[config.mk]
export PLATFORM = sky130hd
export DESIGN_NAME = sub16_serial
export DESIGN_NICKNAME = d
export VERILOG_FILES = /design/src/rtl/sub16_serial.sv
export SDC_FILE = /design/constraint.sdc
export NUM_CORES = 1
export LEC_CHECK = 0
export CAP_MARGIN = 0
export CORE_ASPECT_RATIO = 0.6
export CORE_UTILIZATION = 60
export CTS_CLUSTER_SIZE = 28
export DETAILED_ROUTE_END_ITERATION = 16
export DONT_BUFFER_PORTS = 1
export GPL_TIMING_DRIVEN = 0
export PLACE_DENSITY = 0.78
export SETUP_SLACK_MARGIN = 0.4
export SLEW_MARGIN = 20
export SYNTH_ARGS = -nofsm -noshare
export SYNTH_HDL_FRONTEND = slang
export SYNTH_SLANG_ARGS = --single-unit
export TNS_END_PERCENT = 30
[constraint.sdc]
create_clock -name clk -period 5.1 [get_ports clk]
set_input_delay 0.255 -clock clk [delete_from_list [all_inputs] [get_ports clk]]
set_output_delay 0.255 -clock clk [all_outputs]
set_load 0.05 [all_outputs]
[src/rtl/sub16_serial.sv]
// Digit-serial unsigned subtractor: out = in1 - in2, ovfl = borrow out.
// One DIGIT_W-bit subtract cell per cycle, LSB digit first; done pulses on completion.
module sub16_serial #(
  parameter int unsigned WIDTH   = 16,
  parameter int unsigned DIGIT_W = 4
) (
  input  logic             clk,
  input  logic             rst,
  input  logic             start,
  input  logic [WIDTH-1:0] in1,
  input  logic [WIDTH-1:0] in2,
  output logic [WIDTH-1:0] out,
  output logic             ovfl,
  output logic             busy,
  output logic             done
);

  localparam int unsigned NDIG  = WIDTH / DIGIT_W;
  localparam int unsigned CNT_W = (NDIG > 1) ? $clog2(NDIG) : 1;
  localparam int unsigned LAST  = NDIG - 1;

  typedef enum logic [1:0] {S_IDLE, S_RUN, S_DONE} state_t;

  state_t             state_q, state_d;
  logic [WIDTH-1:0]   a_q, a_d;
  logic [WIDTH-1:0]   b_q, b_d;
  logic [CNT_W-1:0]   cnt_q, cnt_d;
  logic               borrow_q, borrow_d;
  logic [WIDTH-1:0]   out_q, out_d;
  logic               ovfl_q, ovfl_d;
  logic [DIGIT_W:0]   diff;
  logic [WIDTH-1:0]   a_shift;

  assign diff = {1'b0, a_q[DIGIT_W-1:0]} - {1'b0, b_q[DIGIT_W-1:0]}
              - (DIGIT_W+1)'(borrow_q);

  // The minuend register doubles as the result register: each consumed
  // digit of A is replaced from the MSB side by the matching result digit.
  if (DIGIT_W == WIDTH) begin : g_single
    assign a_shift = diff[DIGIT_W-1:0];
  end else begin : g_multi
    assign a_shift = {diff[DIGIT_W-1:0], a_q[WIDTH-1:DIGIT_W]};
  end

  always_comb begin
    state_d  = state_q;
    a_d      = a_q;
    b_d      = b_q;
    cnt_d    = cnt_q;
    borrow_d = borrow_q;
    out_d    = out_q;
    ovfl_d   = ovfl_q;
    case (state_q)
      S_IDLE: begin
        if (start) begin
          a_d      = in1;
          b_d      = in2;
          borrow_d = 1'b0;
          cnt_d    = '0;
          state_d  = S_RUN;
        end
      end
      S_RUN: begin
        a_d      = a_shift;
        b_d      = b_q >> DIGIT_W;
        borrow_d = diff[DIGIT_W];
        cnt_d    = cnt_q + CNT_W'(1);
        if (cnt_q == CNT_W'(LAST)) begin
          out_d   = a_shift;
          ovfl_d  = diff[DIGIT_W];
          cnt_d   = '0;
          state_d = S_DONE;
        end
      end
      S_DONE: state_d = S_IDLE;
      default: state_d = S_IDLE;
    endcase
  end

  always_ff @(posedge clk) begin
    if (rst) begin
      state_q  <= S_IDLE;
      a_q      <= '0;
      b_q      <= '0;
      cnt_q    <= '0;
      borrow_q <= 1'b0;
      out_q    <= '0;
      ovfl_q   <= 1'b0;
    end else begin
      state_q  <= state_d;
      a_q      <= a_d;
      b_q      <= b_d;
      cnt_q    <= cnt_d;
      borrow_q <= borrow_d;
      out_q    <= out_d;
      ovfl_q   <= ovfl_d;
    end
  end

  assign out  = out_q;
  assign ovfl = ovfl_q;
  assign busy = (state_q != S_IDLE);
  assign done = (state_q == S_DONE);

endmodule

==> results of run 1 <==
logic make-up (layout without fill, tap and decap cells):
group	count (synthesis)	after routing	synth area share (%)
XOR/XNOR	3	3	1.05
AND/OR/NAND/NOR	162	162	28.5
flip-flops	54	54	43.3
AO/OA/AOI/OAI	61	61	15.8
adder cells (fa/ha/maj)	7	7	4.11
multiplexers	1	1	0.451
buffers and inverters	33	41	6.76
worst max-delay path: stages, from the launching register on:
cell	delay [ns]
dfxtp_1	0.57
buf_2	0.31
buf_4	0.21
nor2b_1	0.76
power by group:
part | internal (W) | leakage (nW) | switching [W]
sequential | 0.000446 | 0.443 | 0.0000174
combinational | 0.0000576 | 0.581 | 0.0000889
clock | 0.0000967 | 0.0441 | 0.000143
worst max-delay path by stage:
stage	start	to	slack, ns	cells after the start
2_1_floorplan	state_q[1]	done	3.27	3
3_3_place_gp	state_q[1]	done	3.06	3
3_5_place_dp	state_q[1]	done	3.04	3
4_1_cts	state_q[1]	done	2.70	3
5_1_grt	state_q[1]	done	2.62	3
6_report	state_q[1]	done	2.68	3
per-stage QoR:
stage               total power, W  hold slack [ns]  worst slack [ns]  std cells
global route              0.000892           0.0888              2.62        376
finish                    0.000850           0.0896              2.68        376
detailed placement        0.000617            0.412              3.04        368
global placement          0.000614            0.405              3.06        368
floorplan                 0.000581            0.403              3.27        321
CTS                       0.000850           0.0831              2.70        376
Yosys cell counts (3+ instances only):
| cell | number |
|---|---|
| ha_1 | 5 |
| dfxtp_1 | 54 |
| a21oi_1 | 33 |
| nor3_1 | 14 |
| nor2_1 | 64 |
| nor2b_1 | 17 |
| buf_2 | 9 |
| clkbuf_1 | 8 |
| a211oi_1 | 7 |
| inv_1 | 10 |
| a22oi_1 | 4 |
| a311oi_1 | 10 |
| nand2_1 | 57 |
| buf_4 | 3 |
| buf_6 | 3 |
area by class of cell:
cell class | instances | area, um^2
multi-input combinational | 234 | 1250
fill | 363 | 1180
sequential | 54 | 1080
buffer | 23 | 131
clock buffer | 5 | 68.8
tap | 47 | 58.8
inverter | 10 | 37.5
clock inverter | 3 | 21.3
registers in the layout, summed over array words and instances (netlist names):
| name | flops |
|---|---|
| out | 16 |
| cnt_q | 2 |
| a_q | 16 |
| borrow_q | 1 |
| b_q | 16 |
| ovfl | 1 |
| state_q | 2 |
per-layer routing:
metal,routed length [um],part of all wire [%],GRT usage [%]
met2,2350,40,40.3
met4,74,1.3,8.61
met3,501,8.5,5.87
met1,2980,51,43.8
met5,0,0,0
==> impl_results.md, run 1 <==
* Status: finished clean
* Max Cap Viol at 0
* Util after Layout at 69.2%
* Distinct cells, synth at 34
* Setup tns final at 0 ns
* Detailed Route Iter0 Violations at 145
* Setup violators final at 0
* Via density at 5.75
* Pwr Density at 321 mW/mm^2
* Port Buffers at 0
* Total routed wirelength at 5.91 mm
* Min Tclk post-route at 2.42 ns
* Yosys top cell area share at 43.3%
* Final period util at 47.4%
* Synth Flop Type: dfxtp_1
* CTS Hold Bufs at 0
* Data required time at the worst endpoint at 4.85 ns
* RSZ-0062 raised after global routing: no
* Hold Path Cell Cnt at 2
* Sequential fraction of the synthesis area at 43.3%
* Setup CP Type: reg -> out
* DPL Wire Length at 4.44 mm
* Most frequent cells in the layout: 64 x nor2_1, 57 x nand2_1, 54 x dfxtp_1
* Commonest non-fill, non-tap cell in the layout: nor2_1
* Clk sink count at 54
* Final ANT Viol Nets at 0
* Worst-margin pin slew at 0.932 ns
* First-pass GRT wire length at 9.51 mm
* First-pass detailed-route iteration total at 4
* Syn_nets at 363
* Leakage power at 1.07 nW
* Inserted Diodes at 0
* Layout cells sized above 1 at 8.81%
* Root buf cell: clkbuf_8
* Initial Util at 65.3%
* Post-synth EDFFs at 0
* Initial antenna violation count at 0
* Synth warn at 0
* Worst Path Max Fanout at 10
* Core area at 0.00383 mm^2
* Synth Area per Inst at 7.78 um^2
* Async SR Flop Fraction at 0%
* Largest net degree at the start of global routing at 18
* Via count at 2162
* Die X-Extent at 85.3 um
* Reg-to-reg endpoint: a_q[15]
* Setup Fix Bufs, Post-CTS at 0
* H-tree levels at 2
* Fin. max-slew vios at 0
* R2r startpoint: b_q[0]
* Routability cong. at 0.866
* Residual DRC at 0
* Reg2reg setup slack at 3.15 ns
* Nets at 370
* Die Span Y at 52.0 um
* Total congestion overflow at 0
* Synthesized flop and latch total at 54
* Worst min path class: in -> reg
* Cts repair resizes at 0
* Synth Instances at 321
* Worst Reg-to-Reg Cells at 7
* Area delta synth->final at 5.96%
* Post-synthesis cell area at 0.00250 mm^2
* DIE AREA at 0.00443 mm^2
* Design Area, Final at 0.00265 mm^2
* Startpoint types: flip-flop
* Clk Latency, worst-skew pair at 0.31 ns
* Clk_skew at 0.00889 ns
* CP endpoint kind: output port
* CTS max path bufs at 2
* Num CTS Buffers at 5
* Start point of the worst hold path: in2[14]
* Cell Area, Placed at 0.00256 mm^2
* DR WL/cell at 15.7 um
* Worst Hold Path EP: b_q[14]
* Highest clock rate at 414 MHz
* CTS tree: done
* VDD IR-drop max at 198 uV
* Clock Pin Slew Worst Setup and Hold Paths at 0.10 ns
* Rel. slew slack at 37.7%
* Gr usage total at 28.7%
* Worst Path Arrival at 2.16 ns
* Dominant cell type by area after synthesis: dfxtp_1
* Synth top area cells: dfxtp_1 43%, nor2_1 9.6%, nand2_1 8.6%
* Ports at 54
* Vias in the first global route at 1950
* Final Hold Viols at 0
* Core Rows at 17
Note: power is estimated with default switching activity, not from simulation.
==> run 2: changes to the inputs <==
Settings changed: ABC_AREA set to 1, CORE_UTILIZATION 60 to 56, PLACE_DENSITY 0.78 to 0.76.
Clock period 5.1 ns to 2.1 ns, I/O delays scaled along.
==> run 2 against run 1 <==
Sequential power up 140%. Count of clock-buffer cells in the layout rose by 1. Largest power group unchanged. Sequential share of layout area shrank 0.36 points. The flow now finishes with violations (hold timing). Highest routed layer unchanged. Hold slack got worse by 0.092 ns. Clock skew fell by 0.0057 ns. Synthesized cell count is 3.1% lower. Flip-flop and latch count unchanged. Utilization fell by 4.2 points.
==> impl_results.md, run 2 <==
* R2r startpoint: borrow_q
* Met1 usage at 38.4%
* Clk sink count at 54
* Layout cells sized above 1 at 19.2%
* DR WL/cell at 15.5 um
* Inserted Diodes at 0
* Routability cong. at 0.857
* Worst Reg-to-Reg Cells at 9
* Core Rows at 18
* Post-synth EDFFs at 0
* Final Hold Viols at 1
* NetSw at 0.000611 W
* VDD IR-drop max at 351 uV
* Yosys top cell area share at 44.6%
* Clock Pin Slew Worst Setup and Hold Paths at 0.09 ns
* Status: complete, but fails checks
* First-pass GRT wire length at 9.16 mm
* Total congestion overflow at 0
* Most frequent cells in the layout: 64 x nand2_1, 52 x dfxtp_1, 44 x o21ai_0
* RSZ-0062 raised after global routing: yes
* Vias in the first global route at 1893
* Setup CP Type: reg -> reg
* Sequential fraction of the synthesis area at 44.6%
* Synth top area cells: dfxtp_1 45%, nand2_1 10%, o21ai_0 9.5%
* Detailed Route Iter0 Violations at 182
* # fillers at 370
* Worst Path Arrival at 1.91 ns
* Hold Path Cell Cnt at 4
* Initial Util at 58.8%
* Die X-Extent at 86.9 um
* Data required time at the worst endpoint at 2.36 ns
* Area delta synth->final at 10.5%
* Setup tns final at 0 ns
* Reg-to-reg endpoint: a_q[14]
* Die Span Y at 53.0 um
* Synth warn at 0
* Setup violators final at 0
* Gr usage total at 27.5%
* Via count at 2145
* Num CTS Buffers at 5
* Non-Filler Instances at 383
* DIE AREA at 0.00460 mm^2
* Min Tclk post-route at 1.65 ns
* Reg2reg setup slack at 0.45 ns
* Synth Area per Inst at 7.79 um^2
* Commonest non-fill, non-tap cell in the layout: nand2_1
* CP startpoint: borrow_q
* Synthesized flop and latch total at 54
* Combinational Power Share at 18.3%
* Clk_skew at 0.00315 ns
* H-tree levels at 2
* Failing checks: hold timing
* Most frequent cell after synthesis: nand2_1
* Initial antenna violation count at 0
* CTS tree: done
* Port Buffers at 0
* CTS max path bufs at 2
* Worst-margin pin slew at 0.873 ns
* Rel. slew slack at 41.6%
* Post-synthesis cell area at 0.00242 mm^2
* Switching Fraction at 29.1%
* Core area at 0.00412 mm^2
* Inst Count DP at 371
* Final period util at 78.6%
* Ports at 54
* Cell Int Power at 0.00149 W
* Distinct cells, synth at 27
* First-pass detailed-route iteration total at 5
* Clk Latency, worst-skew pair at 0.31 ns
* Synth Instances at 311
* Synth cell count leaders: 66 x nand2_1, 54 x dfxtp_1, 46 x o21ai_0
* Highest clock rate at 606 MHz
* Design Area, Final at 0.00268 mm^2
* Clock group share of total power at 27.7%
* GR peak layer: met2
* Max Cap Viol at 0
* Flop pwr share at 53.9%
* Dominant cell type by area after synthesis: dfxtp_1
* Nets at 366
* Root buf cell: clkbuf_8
* Startpoint types: flip-flop
* Hold WS at -0.00234 ns
* DPL Wire Length at 4.22 mm
* Grt met3 use at 6.24%
* CP endpoint kind: flip-flop
* Leakage power at 1.17 nW
* Cell Area, Placed at 0.00250 mm^2
* Total routed wirelength at 5.95 mm
* Largest net degree at the start of global routing at 15
* Async SR Flop Fraction at 0%
* Via density at 5.60
* Met2 GRT Util at 41.6%
* Synth Flop Type: dfxtp_1
* Worst min path class: in -> reg
* Final ANT Viol Nets at 0
* Worst setup endpoint: a_q[14]
* Residual DRC at 0
* Fin. max-slew vios at 0
* Pwr Density at 784 mW/mm^2
* Syn_nets at 353
* Worst Path Max Fanout at 2
-- run 2: changes by cell type in the layout (fill, tap and decap cells not counted), sizes merged, moves of 4 or more --
cell,before,now
dlygate4sd3,0,6
nor2b,18,0
nand2,57,76
a22oi,4,0
or2,2,14
a311oi,10,0
nor3,14,0
nand3,0,19
a211oi,8,0
o21ai,0,53
clkbuf,13,9
nor2,65,7
inv,10,25
-- run 2: layout make-up --
type | count | area (um^2) | area share [%]
multi-input cells | 214 | 1160 | 43.2
flip-flops and latches | 54 | 1080 | 40.5
plain buffers | 18 | 124 | 4.63
inverters | 25 | 96.3 | 3.60
clock buffers | 6 | 82.6 | 3.08
well taps | 60 | 75.1 | 2.80
repair buffers | 6 | 60.1 | 2.24
-- run 2: how the worst min path moves through the flow --
stage | from | endpoint | slack [ns]
after floorplan | in1[13] | a_q[13] | 0.24
after global placement | in2[15] | b_q[15] | 0.26
after detailed placement | in2[12] | b_q[12] | 0.26
after CTS | in2[2] | b_q[2] | 0.002
after global routing | in2[2] | b_q[2] | 0.04
final | in2[2] | b_q[2] | -0.002
-- run 2: per-layer routing --
metal / routed length [um] / vias to the layer above
li1: - / 1041
met1: 2850 / 999
met2: 2560 / 96
met3: 448 / 9
met4: 89 / 0
met5: 0 / -
-- run 2: logic make-up (layout without fill, tap and decap cells) --
logic type / Yosys count / after routing / synth area share [%]
simple gates: 117 / 117 / 23.1
compound gates: 89 / 89 / 18.6
flops: 54 / 54 / 44.6
buf+inv: 43 / 55 / 9.09
fa+ha+maj: 7 / 7 / 4.23
xor+xnor: 1 / 1 / 0.361
-- run 2: repair_timing --
action,4_1_cts,5_1_grt
endpoints found under the setup margin,2,8
resized for setup,2,12
cloned,0,0
pin swaps,1,3
setup buffers,0,0
hold buffers,6,0
endpoints found under the hold margin,6,0
-- run 2: through the flow --
stage | hold slack, ns | utilization [%] | setup slack, ns | total power (W)
final | -0.00234 | 65.0 | 0.450 | 0.00210
after global routing | 0.0426 | 65.0 | 0.354 | 0.00219
after CTS | 0.00211 | 64.2 | 0.398 | 0.00207
after detailed placement | 0.261 | 60.6 | 0.334 | 0.00149
after global placement | 0.257 | 60.6 | 0.357 | 0.00148
after floorplan | 0.243 | - | 0.540 | 0.00140
-- run 2: worst max-delay path, cell delays in order, from the launching register on --
cell and delay [ns]:
dfxtp_2 0.33, inv_2 0.05, fa_2 0.20, inv_1 0.06, fa_2 0.42, xnor2_2 0.26, nand2_1 0.09, nand3_1 0.09
nand2_1 0.05, inv_1 0.05
-- run 2: power groups by stage --
stage	Combinational [W]	Sequential [W]	Clock [W]
floorplan	0.000256	0.00114	0
finish	0.000385	0.00113	0.000582
CTS	0.000356	0.00113	0.000581
global route	0.000425	0.00114	0.000630
detailed placement	0.000341	0.00115	0
global placement	0.000330	0.00115	0
